`src/rtl/axis_pkg.sv`:
```
// Shared constants for the AXI write master: burst encodings, response codes
// and the one-hot state layout used by axis_write_addr.
package axis_pkg;

  // Bit position of each state inside the one-hot state vector.
  localparam int IDX_IDLE   = 0;
  localparam int IDX_SETUP  = 1;
  localparam int IDX_ADDR   = 2;
  localparam int IDX_RESP   = 3;
  localparam int IDX_DONE   = 4;
  localparam int NUM_STATES = 5;

  typedef enum logic [NUM_STATES-1:0] {
    ST_IDLE  = NUM_STATES'(1 << IDX_IDLE),
    ST_SETUP = NUM_STATES'(1 << IDX_SETUP),
    ST_ADDR  = NUM_STATES'(1 << IDX_ADDR),
    ST_RESP  = NUM_STATES'(1 << IDX_RESP),
    ST_DONE  = NUM_STATES'(1 << IDX_DONE)
  } wa_state_t;

  // AXI burst type for incrementing bursts.
  localparam logic [1:0] AXI_BURST_INCR = 2'b01;

  // AXI write response code for a successful write.
  localparam logic [1:0] AXI_RESP_OKAY = 2'b00;

  // AWSIZE encoding (log2 of bytes per beat) for a given AXI data width.
  function automatic int awsize_f(input int axiDataWidth);
    return $clog2(axiDataWidth / 8);
  endfunction

endpackage

```
`src/rtl/axis_write_addr.sv`:
```
// AXI write-address stage: splits one stream transfer (base byte address plus
// length in stream words) into maximum-size INCR bursts on the AW channel and
// forwards the word length to the neighbouring write-data stage.
// Optional build macro AXIS_WRITE_ADDR_BRESP_EN adds outstanding-burst
// tracking on the B channel, a RESP wait state and the resp_err output.
module axis_write_addr
  import axis_pkg::*;
#(
  parameter int CFG_AWIDTH     = 32,
  parameter int CFG_DWIDTH     = 32,
  parameter int AXI_LEN_WIDTH  = 8,
  parameter int AXI_DATA_WIDTH = 64,
  parameter int DATA_WIDTH     = 32,
  parameter int WIDTH_SHIFT    = 1,
  parameter int OUTSTD_WIDTH   = 4
) (
  input  logic                     clk,
  input  logic                     rst,
  input  logic [CFG_AWIDTH-1:0]    cfg_address,
  input  logic [CFG_DWIDTH-1:0]    cfg_length,
  input  logic                     cfg_val,
  output logic                     cfg_rdy,
  output logic [CFG_DWIDTH-1:0]    data_cfg_length,
  output logic                     data_cfg_val,
  input  logic                     data_cfg_rdy,
  output logic [CFG_AWIDTH-1:0]    axi_awaddr,
  output logic [AXI_LEN_WIDTH-1:0] axi_awlen,
  output logic                     axi_awvalid,
  input  logic                     axi_awready,
  input  logic [1:0]               axi_bresp,
  input  logic                     axi_bvalid,
  output logic                     axi_bready,
  output logic                     busy,
  output logic                     done
`ifdef AXIS_WRITE_ADDR_BRESP_EN
  ,
  output logic                     resp_err
`endif
);

  // Bursts are aligned to their own size, which is at most 2 KB for the
  // default widths, so a burst can never straddle a 4 KB boundary.
  localparam int AWSIZE      = awsize_f(AXI_DATA_WIDTH);
  localparam int ALIGN_BITS  = AWSIZE + AXI_LEN_WIDTH;
  localparam logic [CFG_AWIDTH-1:0] BURST_BYTES = CFG_AWIDTH'(1) << ALIGN_BITS;
  localparam logic [CFG_AWIDTH-1:0] ALIGN_MASK  = ~(BURST_BYTES - CFG_AWIDTH'(1));
  localparam logic [CFG_DWIDTH-1:0] MAX_BEATS   = CFG_DWIDTH'(1) << AXI_LEN_WIDTH;
  localparam logic [CFG_DWIDTH:0]   ROUND_UP    = (CFG_DWIDTH+1)'((1 << WIDTH_SHIFT) - 1);

  // The beat/word ratio is given twice (widths and shift); refuse to build
  // when they disagree, since the rounding below trusts WIDTH_SHIFT alone.
  if (((AXI_DATA_WIDTH >> WIDTH_SHIFT) != DATA_WIDTH) || (OUTSTD_WIDTH < 1)) begin : g_param_check
    $error("axis_write_addr: WIDTH_SHIFT does not match AXI_DATA_WIDTH/DATA_WIDTH");
  end

  wa_state_t state_q, state_d;
  logic [CFG_AWIDTH-1:0] addr_q, addr_d;
  logic [CFG_DWIDTH-1:0] beatsLeft_q, beatsLeft_d;

  logic                  isIdle;
  logic                  isAddr;
  logic                  isDone;
  logic                  cfgAccept;
  logic                  awStall;
  logic                  awFire;
  logic [CFG_DWIDTH-1:0] burstBeats;
  logic [CFG_DWIDTH-1:0] beatsRounded;
  logic                  respIdle;
  wa_state_t             lastBurstState;

  assign isIdle = (state_q == ST_IDLE);
  assign isAddr = (state_q == ST_ADDR);
  assign isDone = (state_q == ST_DONE);

  assign cfg_rdy         = isIdle & data_cfg_rdy & ~rst;
  assign cfgAccept       = cfg_val & cfg_rdy;
  assign data_cfg_val    = cfgAccept & (|cfg_length);
  assign data_cfg_length = cfg_length;

  assign burstBeats   = (beatsLeft_q > MAX_BEATS) ? MAX_BEATS : beatsLeft_q;
  assign beatsRounded = CFG_DWIDTH'(({1'b0, beatsLeft_q} + ROUND_UP) >> WIDTH_SHIFT);

  assign axi_awvalid = isAddr & ~awStall;
  assign axi_awaddr  = addr_q;
  assign axi_awlen   = AXI_LEN_WIDTH'(burstBeats - CFG_DWIDTH'(1));
  assign awFire      = axi_awvalid & axi_awready;

  assign axi_bready = 1'b1;
  assign busy       = ~isIdle;
  assign done       = isDone;

`ifdef AXIS_WRITE_ADDR_BRESP_EN
  logic [OUTSTD_WIDTH-1:0] outstd_q, outstd_d;
  logic                    respErr_q, respErr_d;
  logic                    bFire;

  assign bFire          = axi_bvalid & axi_bready;
  assign awStall        = (outstd_q == '1);
  assign respIdle       = (outstd_q == '0);
  assign lastBurstState = ST_RESP;
  assign resp_err       = respErr_q;

  // Outstanding-burst count and sticky error flag, cleared by a new config.
  always_comb begin
    outstd_d  = outstd_q;
    respErr_d = respErr_q;
    if (awFire && !bFire) begin
      outstd_d = outstd_q + OUTSTD_WIDTH'(1);
    end else if (bFire && !awFire && !respIdle) begin
      outstd_d = outstd_q - OUTSTD_WIDTH'(1);
    end
    if (cfgAccept) begin
      respErr_d = 1'b0;
    end else if (bFire && (axi_bresp != AXI_RESP_OKAY)) begin
      respErr_d = 1'b1;
    end
  end

  // Response-tracking registers.
  always_ff @(posedge clk) begin
    if (rst) begin
      outstd_q  <= '0;
      respErr_q <= 1'b0;
    end else begin
      outstd_q  <= outstd_d;
      respErr_q <= respErr_d;
    end
  end

  logic unusedConst;
  assign unusedConst = ^AXI_BURST_INCR;
`else
  assign awStall        = 1'b0;
  assign respIdle       = 1'b1;
  assign lastBurstState = ST_DONE;

  logic unusedInputs;
  assign unusedInputs = ^{axi_bresp, axi_bvalid, AXI_BURST_INCR, AXI_RESP_OKAY};
`endif

  // Next-state logic for the FSM and the burst address/beat counters.
  always_comb begin
    state_d     = state_q;
    addr_d      = addr_q;
    beatsLeft_d = beatsLeft_q;
    case (state_q)
      ST_IDLE: begin
        if (cfgAccept) begin
          addr_d      = cfg_address;
          beatsLeft_d = cfg_length;
          state_d     = ST_SETUP;
        end
      end
      ST_SETUP: begin
        addr_d      = addr_q & ALIGN_MASK;
        beatsLeft_d = beatsRounded;
        state_d     = (beatsLeft_q == '0) ? ST_DONE : ST_ADDR;
      end
      ST_ADDR: begin
        if (awFire) begin
          addr_d      = addr_q + BURST_BYTES;
          beatsLeft_d = beatsLeft_q - burstBeats;
          if (beatsLeft_q == burstBeats) begin
            state_d = lastBurstState;
          end
        end
      end
`ifdef AXIS_WRITE_ADDR_BRESP_EN
      ST_RESP: begin
        if (respIdle) begin
          state_d = ST_DONE;
        end
      end
`endif
      ST_DONE: begin
        state_d = ST_IDLE;
      end
      default: begin
        state_d     = ST_IDLE;
        beatsLeft_d = '0;
      end
    endcase
  end

  // State, address and remaining-beat registers.
  always_ff @(posedge clk) begin
    if (rst) begin
      state_q     <= ST_IDLE;
      addr_q      <= '0;
      beatsLeft_q <= '0;
    end else begin
      state_q     <= state_d;
      addr_q      <= addr_d;
      beatsLeft_q <= beatsLeft_d;
    end
  end

endmodule
```
`config.mk`:
```
export PLATFORM = sky130hd
export DESIGN_NAME = axis_write_addr
export DESIGN_NICKNAME = d
export VERILOG_FILES = /design/src/rtl/axis_pkg.sv /design/src/rtl/axis_write_addr.sv
export SDC_FILE = /design/constraint.sdc
export NUM_CORES = 1
export LEC_CHECK = 0
export ABC_AREA = 1
export CAP_MARGIN = 40
export CORE_MARGIN = 2
export CORE_UTILIZATION = 55
export CTS_CLUSTER_DIAMETER = 30
export CTS_CLUSTER_SIZE = 30
export DETAILED_ROUTE_END_ITERATION = 8
export PLACE_DENSITY = 0.87
export SLEW_MARGIN = 10
export SYNTH_ARGS = -nofsm -noshare
export SYNTH_HDL_FRONTEND = slang
export SYNTH_SLANG_ARGS = --single-unit
```
`constraint.sdc`:
```
create_clock -name clk -period 8 [get_ports clk]
set_input_delay 2 -clock clk [delete_from_list [all_inputs] [get_ports clk]]
set_output_delay 2 -clock clk [all_outputs]
set_load 0.05 [all_outputs]
```
# Word level (Yosys, flattened, before mapping)

Index checks and enable logic that the tools add are counted.
W data, S select, Z words.

Output and inout port bits: 78
Bits of input ports: 72
Register bits after elaboration: 69
Word-level logic and storage cells: 46

Add/sub/neg operators: 4
Bitwise gates (word level): 9
Reductions and logical operators: 8
Multiplexer cells: 12
Magnitude comparators: 1
Eq/ne operators: 8

Operators with widths:

| cell                     | count |
|---|---|
| $mux W32                 | 5 |
| $pmux W32 S4             | 1 |
| $pmux W32 S3             | 1 |
| $add A32 B1 Y33 const B  | 1 |
| $add A32 B12 Y32 const B | 1 |
| $eq A32 B32 Y1           | 1 |
| $gt A32 B9 Y1 const B    | 1 |
| $logic_not A32 Y1        | 1 |
| $reduce_or A32 Y1        | 1 |
| $sub A32 B32 Y32         | 1 |
| $mux W5                  | 4 |
| $pmux W5 S3              | 1 |
| $reduce_and A3 Y1        | 3 |
| $sub A8 B1 Y8 const B    | 1 |
| $ne A2 B1 Y1 const B     | 3 |
| $and A1 B1 Y1            | 5 |
| $eq A5 B1 Y1 const B     | 1 |
| $eq A5 B2 Y1 const B     | 1 |
| $eq A5 B3 Y1 const B     | 1 |
| $eq A5 B5 Y1 const B     | 1 |
| $not A1 Y1               | 4 |
| $reduce_and A4 Y1        | 1 |
| $reduce_bool A3 Y1       | 1 |
| $reduce_bool A2 Y1       | 1 |

# Logic depth before layout (Yosys ltp)

Depth after elaboration: 6
Mapped depth: 22
Mapped depth without buffers: 19

# Worst setup path before layout

Ideal clock, no wire load.

Path type: input -> output
Start point: in rst
End point: out data_cfg_val
Cell stages on the path: 6
Data required time: 6.000 ns
Path buffers: 1
Path slack: 2.173 ns
Arrival: 3.827 ns
Cell sequence: clkbuf_1 > inv_2 > nand2_1 > nor2_1 > nand2_1 > nor2_1

Cells in the longest elaborated chain, start to end: 4

RTL lines:

| element           | line                  | RTL |
|---|---|---|
| from (decl)       | axis_write_addr.sv:18 | `input logic rst,` |
| $not A1 Y1        | axis_write_addr.sv:75 | `assign cfg_rdy = isIdle & data_cfg_rdy & ~rst;` |
| $and A1 B1 Y1     | axis_write_addr.sv:75 |  |
| named net cfg_rdy | axis_write_addr.sv:22 | `output logic cfg_rdy,` |
| $and A1 B1 Y1     | axis_write_addr.sv:76 | `assign cfgAccept = cfg_val & cfg_rdy;` |
| $and A1 B1 Y1     | axis_write_addr.sv:77 | `assign data_cfg_val = cfgAccept & (\|cfg_length);` |
| to (decl)         | axis_write_addr.sv:24 | `output logic data_cfg_val,` |

The timed path passes the listed nets, and every way through them passes these cells.

# Final worst setup path

Start point: in cfg_length[13]
End point: out data_cfg_val

Cells in the longest elaborated chain, start to end: 2

RTL lines:

| element           | line                  | RTL |
|---|---|---|
| from (decl)       | axis_write_addr.sv:20 | `input logic [CFG_DWIDTH-1:0] cfg_length,` |
| $reduce_or A32 Y1 | axis_write_addr.sv:77 |  |
| $and A1 B1 Y1     | axis_write_addr.sv:77 |  |

Every way passes these cells.

==> metrics <==
r2r setup slk roughly 4.9 ns; setup ws final 1.71 ns; Initial DRC Count 513; metal1 wirelength slightly above 8000 µm; Chip Height 108 µm; total global-route track usage between 30% and 40%; fin crit share 78.7%; synthesis-stage register bit count 68; Pleak ~0.003 µW; Slew Limit Fails 0; reg2reg path depth 10; Seq pwr share 18.2%; Inserted Clock Buffers 9; Starting Density approximately 56%; Synth area leader dfxtp_1; Area contributors post-synth dfxtp_1, nand2_1, nand3_1; layout cells sized above 1 7.38%; # fillers 970; ANT cells 0; io pins 150; Hold Crit Start axi_awaddr[1]; area share of the largest cell type after synthesis a little under a quarter; mapped cell area 5970 µm²; post-synthesis sequential area ratio 22.8%; Routed wire per std cell 15.8 µm; post-placement setup slack between 1.5 and 2 ns; final hold vios 0; worst reg2reg startpoint state_q[4]; DRC 0; Worst-Margin Slew around 0.84 ns; hold_ws between 0.4 and 0.5 ns; initial antenna violation count 0; highest routed layer met4; setup TNS 0 ns; clk_lat worst skew between 0.3 and 0.4 ns; synth unique cells 54; min-delay worst type flip-flop to flip-flop; gp weighted congestion 1.03; Final setup viols 0; RSZ-0062 raised after global routing false; CTS sink cnt 68; Synth Instances ~1k; ANT nets after route 0; Max Freq 0.159 GHz; CTS tree yes; sw frac 60.4%; min Tclk post-route about 6.3 ns; CTS Buffer Depth 2; CP Class input port to primary output; Comb power frac 73.0%; clock tree root buffer cell clkbuf_8; DR pass1 iterations 5; routed wl met2 8800 µm; routed wire length 19400 µm; via count 6995; asr flop ratio synth 0%; Int Power 1400 µW; Core Region 10700 µm²; max_slew headroom 44.1%; outcome finished clean; Worst VDD drop 0.320 mV; Pwr Density 481 nW/µm²; vias per inst 5.71; Post-synth EDFFs 0; Final #Nets between 1k and 1.5k; Port Buffer Count about 150; CP Max Fanout 3; average cell area after synthesis 5.96 µm²; crit end category primary output; Horiz. Die Dim 108 µm; Final HPWL DP 14100 µm; Worst Path Required roughly 6.0 ns; largest net degree at the start of global routing 53; clock skew ~0.011 ns; Post-CTS Setup Inserts 0; worst reg2reg endpoint axi_awaddr[22]; row cnt 38; Layout area overhead 23.4%; Post-CTS Resized 0; Worst Hold Path EP axi_awaddr[1]; Clock power frac 8.8%; Warnings, synthesis 0; Min-Delay Path Depth 2; die area 11700 µm²; number of max-cap violations 0; Clk pin slew, worst setup/hold paths approximately 0.090 ns; hold-fix buffers at CTS 0; P_sw roughly 2100 µW; Data arrival, critical path ~4.3 ns; CP startpoint kind input port; GRT overflow 0; CTS H-tree lvls 3; DR WL met3 1970 µm; Post-synth top flop dfxtp_1; PnR Total Power between 3000 and 4000 µW; first-pass GRT wire length 31000 µm; vias in the first global route 6301
cell families after synthesis:
kind of cell	after synthesis	share of synthesized area [%]
DFF	68	22.8
xor gates and xnor gates	9	1.32
AOI/OAI and AO/OA	186	18.1
and+or+nand+nor	539	41.3
adders and majority gates	5	1.05
buffers and inverters	193	15.3
other	1	0.0629
synthesized netlist by cell type, types with 6 or more instances:
master / count
inv_1: 92
nor2_2: 6
a21oi_1: 81
o211ai_1: 8
o311ai_0: 6
buf_4: 37
nor4_1: 17
nand3_1: 88
dfxtp_1: 68
nand2_2: 8
nor2_1: 79
nand4_1: 31
inv_2: 12
nand2_1: 256
nor3_1: 30
buf_2: 21
o21ai_0: 58
xor2_1: 6
clkbuf_1: 26
worst max path at each step:
| stage | startpoint | endpoint | slack [ns] | cells past startpoint |
|---|---|---|---|---|
| after global routing | cfg_length[14] | data_cfg_val | 1.66 | 6 |
| final | cfg_length[13] | data_cfg_val | 1.71 | 6 |
| after detailed placement | cfg_length[13] | data_cfg_val | 1.72 | 6 |
| after CTS | cfg_length[13] | data_cfg_val | 1.71 | 6 |
| after global placement | cfg_length[13] | data_cfg_val | 1.71 | 6 |
| after floorplan | rst | data_cfg_val | 2.17 | 6 |
critical path, cell delays in order:
cell and delay [ns]:
clkdlybuf4s50_1 0.44, nor4_1 0.58, nand4_1 0.25, nor2_1 0.25, nor2_1 0.06, clkdlybuf4s50_1 0.70
cell usage in the layout, fill, tap and decap left out, drive strengths merged, types with 9 or more instances in the layout:
cell type,instances
nor3,35
inv,108
nand2,266
nor4,17
nand4,31
buf,10
nor2,91
clkbuf,9
nand3,89
a21oi,84
clkdlybuf4s50,144
o211ai,9
o21ai,63
dfxtp,68
area by class of cell:
cell class | count | area, µm² | share of cell area [%]
multi-input cells | 741 | 3710 | 50.4
repair buffers | 154 | 1520 | 20.6
flip-flops and latches | 68 | 1360 | 18.5
inverters | 105 | 394 | 5.35
well taps | 140 | 175 | 2.38
clock buffers | 9 | 124 | 1.68
clock inverters | 7 | 80.1 | 1.09
stage by stage:
| step | utilization [%] | instances | instance area, µm² |
|---|---|---|---|
| finish | 68.8 | 1224 | 7360 |
| global route | 68.8 | 1224 | 7360 |
| CTS | 68.8 | 1224 | 7360 |
| detailed placement | 66.9 | 1208 | 7160 |
| global placement | 66.7 | 1206 | 7140 |
| floorplan | - | 1002 | 5970 |
flip-flops by register name (all words and copies together), names as in the netlist:
register and count:
beatsLeft_q 32, state_q 4, axi_awaddr 32
power groups by stage:
stage	combinational, µW	sequential, µW	clock [µW]
after CTS	2540	637	314
after floorplan	1830	731	0
after global placement	2490	640	0
final	2580	645	312
after global routing	2790	666	333
after detailed placement	2530	643	0
per-layer routing:
metal / vias to the layer above / track usage [%]
met5: - / 0
met4: 0 / 11.0
met3: 40 / 8.44
met2: 334 / 52.7
met1: 3156 / 45.2
li1: 3465 / -
No activity file was read; power rests on OpenSTA's default activity.
==> RTL edit (same settings) <==
Set the parameter `CFG_DWIDTH` to 16 (it was 32).
--- a/src/rtl/axis_write_addr.sv
+++ b/src/rtl/axis_write_addr.sv
@@ -7,7 +7,7 @@
   import axis_pkg::*;
 #(
   parameter int CFG_AWIDTH     = 32,
-  parameter int CFG_DWIDTH     = 32,
+  parameter int CFG_DWIDTH     = 16,
   parameter int AXI_LEN_WIDTH  = 8,
   parameter int AXI_DATA_WIDTH = 64,
   parameter int DATA_WIDTH     = 32,
Ports: changed (resized cfg_length and data_cfg_length); port bits go from 150 to 118. The function was not compared with the original's and may differ.
==> RTL edit against the original RTL <==
Synthesized area shrank 36%; clock power shrank 40%; sequential cell count shrank 16; setup slack gained 0.24 ns; register-to-register slack lost 0.02 ns; combinational power shrank 39%; design area shrank 33%; routed wire length shrank 43%; non-clock buffer count shrank 38; total power shrank 37%; critical path depth is the same; highest routed layer unchanged.
==> RTL edit: results (changes against the original RTL) <==
CTS
  • Skew-Pair Late Insertion Delay: 0.31 ns (-0.07 ns)
  • Max Root-Sink Buffers: 2 (unchanged)
  • Postcts setup bufs: 0 (unchanged)
  • CTS buffer count: 5 (-4)
  • Clk slew on worst S/H paths: 0.10 ns
  • CTS HTree Levels: 2 (-1)
  • CTS root buf: clkbuf_8
  • PostCTS Resize Cnt: 0 (unchanged)

Hold path
  • Hold Path Class: reg -> reg

Setup path
  • Crit path max-delay family: buffers and inverters
  • CP arrival: 4.05 ns (-0.24 ns)
  • CP Max Fanout: 35 (+32)
  • Worst path max stage delay: 0.84 ns (+0.14 ns)
  • CP most frequent cell: clkdlybuf4s50_1
  • CP max-delay cell: clkdlybuf4s50_1

Layout
  • Layout net count: 765 (-34%)
  • Share of layout cells above drive strength 1: 4.11% (-3.3 points)
  • Max reg flops: 32
  • Fillers: 550 (-43%)
  • # diodes: 0 (unchanged)

Yosys
  • Seq/Total Area, Yosys: 27.4% (+4.5 points)
  • Synth Flop Type: dfxtp_1
  • Synth unique cells: 37 (-31%)
  • Top post-synthesis cells by area: dfxtp_1, nand2_1, nand3_1
  • Net Count, Synth: between 600 and 700
  • Synth warn: 0 (unchanged)
  • List of most frequent post-synthesis cells: nand2_1, inv_1, nand3_1, a21oi_1, dfxtp_1
  • Async set-reset flop share out of synthesis: 0% (unchanged)

Timing
  • Slew at the pin with the worst max-slew slack: 0.754 ns (-0.0848 ns)
  • Layout Skew: 0.00956 ns (-0.00138 ns)

Global route
  • First-pass GRT wire length: 18300 um (-41%)
  • Antenna violations before repair: 0 (unchanged)
  • Vias in the first global route: 4207 (-33%)
  • Tot GR Track Use: 29.4% (-4.2 points)
  • Pin count of the biggest net entering global routing: 36 (-32%)

Placed design
  • Hpwl dp: 8190 um (-42%)
  • Final GP Congestion: 0.927 (-9.7%)
  • PortBufs: 113 (-22%)

Routing
  • Metal3 WL: 957 um (-51%)
  • Avg WL per Cell: 14.1 um (-11%)
  • Vias/cell: 5.71 (-0.14%)
  • Drt first pass iters: 5 (unchanged)
  • Top Metal Used: met4
  • Drt initial violations: 327 (-36%)
  • M1 WL: 4380 um (-46%)
  • Routed wl met2: 5420 um (-38%)

Power
  • Maximum vdd drop: 0.000227 V (-29%)
  • Static Leakage: 2.03 nW (-32%)

Run status
  • Outcome: completed
RTL edit: logic make-up after synthesis:
family	after synthesis	share of synthesized area, %
AND/OR/NAND/NOR	312	35.4
XOR/XNOR	10	2.30
flip-flops	52	27.4
AO/OA/AOI/OAI	130	19.6
adder cells (fa/ha/maj)	5	1.64
buffers and inverters	114	13.4
other	2	0.197
RTL edit: final timing paths:
check / startpoint / endpoint / slack [ns] / cells past startpoint
worst max-delay path: rst / data_cfg_val / 1.95 / 6
worst max register to register: state_q[4] / axi_awaddr[21] / 4.88 / 13
worst min register to register: axi_awaddr[8] / axi_awaddr[8] / 0.47 / 2
worst min-delay path: axi_awaddr[8] / axi_awaddr[8] / 0.47 / 2
RTL edit: routing by layer:
metal / vias up / track usage [%]
met5: - / 0
met4: 0 / 12.4
met3: 28 / 5.02
met2: 242 / 51.9
met1: 2003 / 35.0
li1: 2207 / -
RTL edit: final cells by class:
cell class              count  area, um2  area share, %
well taps                  80        100           2.03
clock buffers               6       72.6           1.47
flip-flops and latches     52       1040           21.1
inverters                  70        263           5.33
multi-input cells         459       2260           45.8
repair buffers            116       1150           23.4
clock inverters             2       38.8          0.787
RTL edit: worst reg2reg max path: cells and delay by family (launching register included):
kind / cells / cell delay [ns]
flops: 1 / 0.36
simple gates: 7 / 1.37
compound gates: 3 / 0.80
buf+inv: 3 / 0.54
RTL edit: through the flow:
| step | total power (W) | area [um2] | setup slack (ns) | cells |
|---|---|---|---|---|
| 2_1_floorplan | 0.00162 | 3800 | 2.27 | 625 |
| 3_3_place_gp | 0.00199 | 4820 | 1.99 | 777 |
| 3_5_place_dp | 0.00202 | 4820 | 1.96 | 777 |
| 4_1_cts | 0.00221 | 4930 | 1.94 | 785 |
| 5_1_grt | 0.00240 | 4930 | 1.87 | 785 |
| 6_report | 0.00223 | 4930 | 1.95 | 785 |
RTL edit: power breakdown:
group | internal, W | total (W) | leakage [nW] | switching, W
logic | 0.000487 | 0.00157 | 1.54 | 0.00108
clock network | 0.0000948 | 0.000188 | 0.0558 | 0.0000933
registers | 0.000353 | 0.000469 | 0.427 | 0.000116
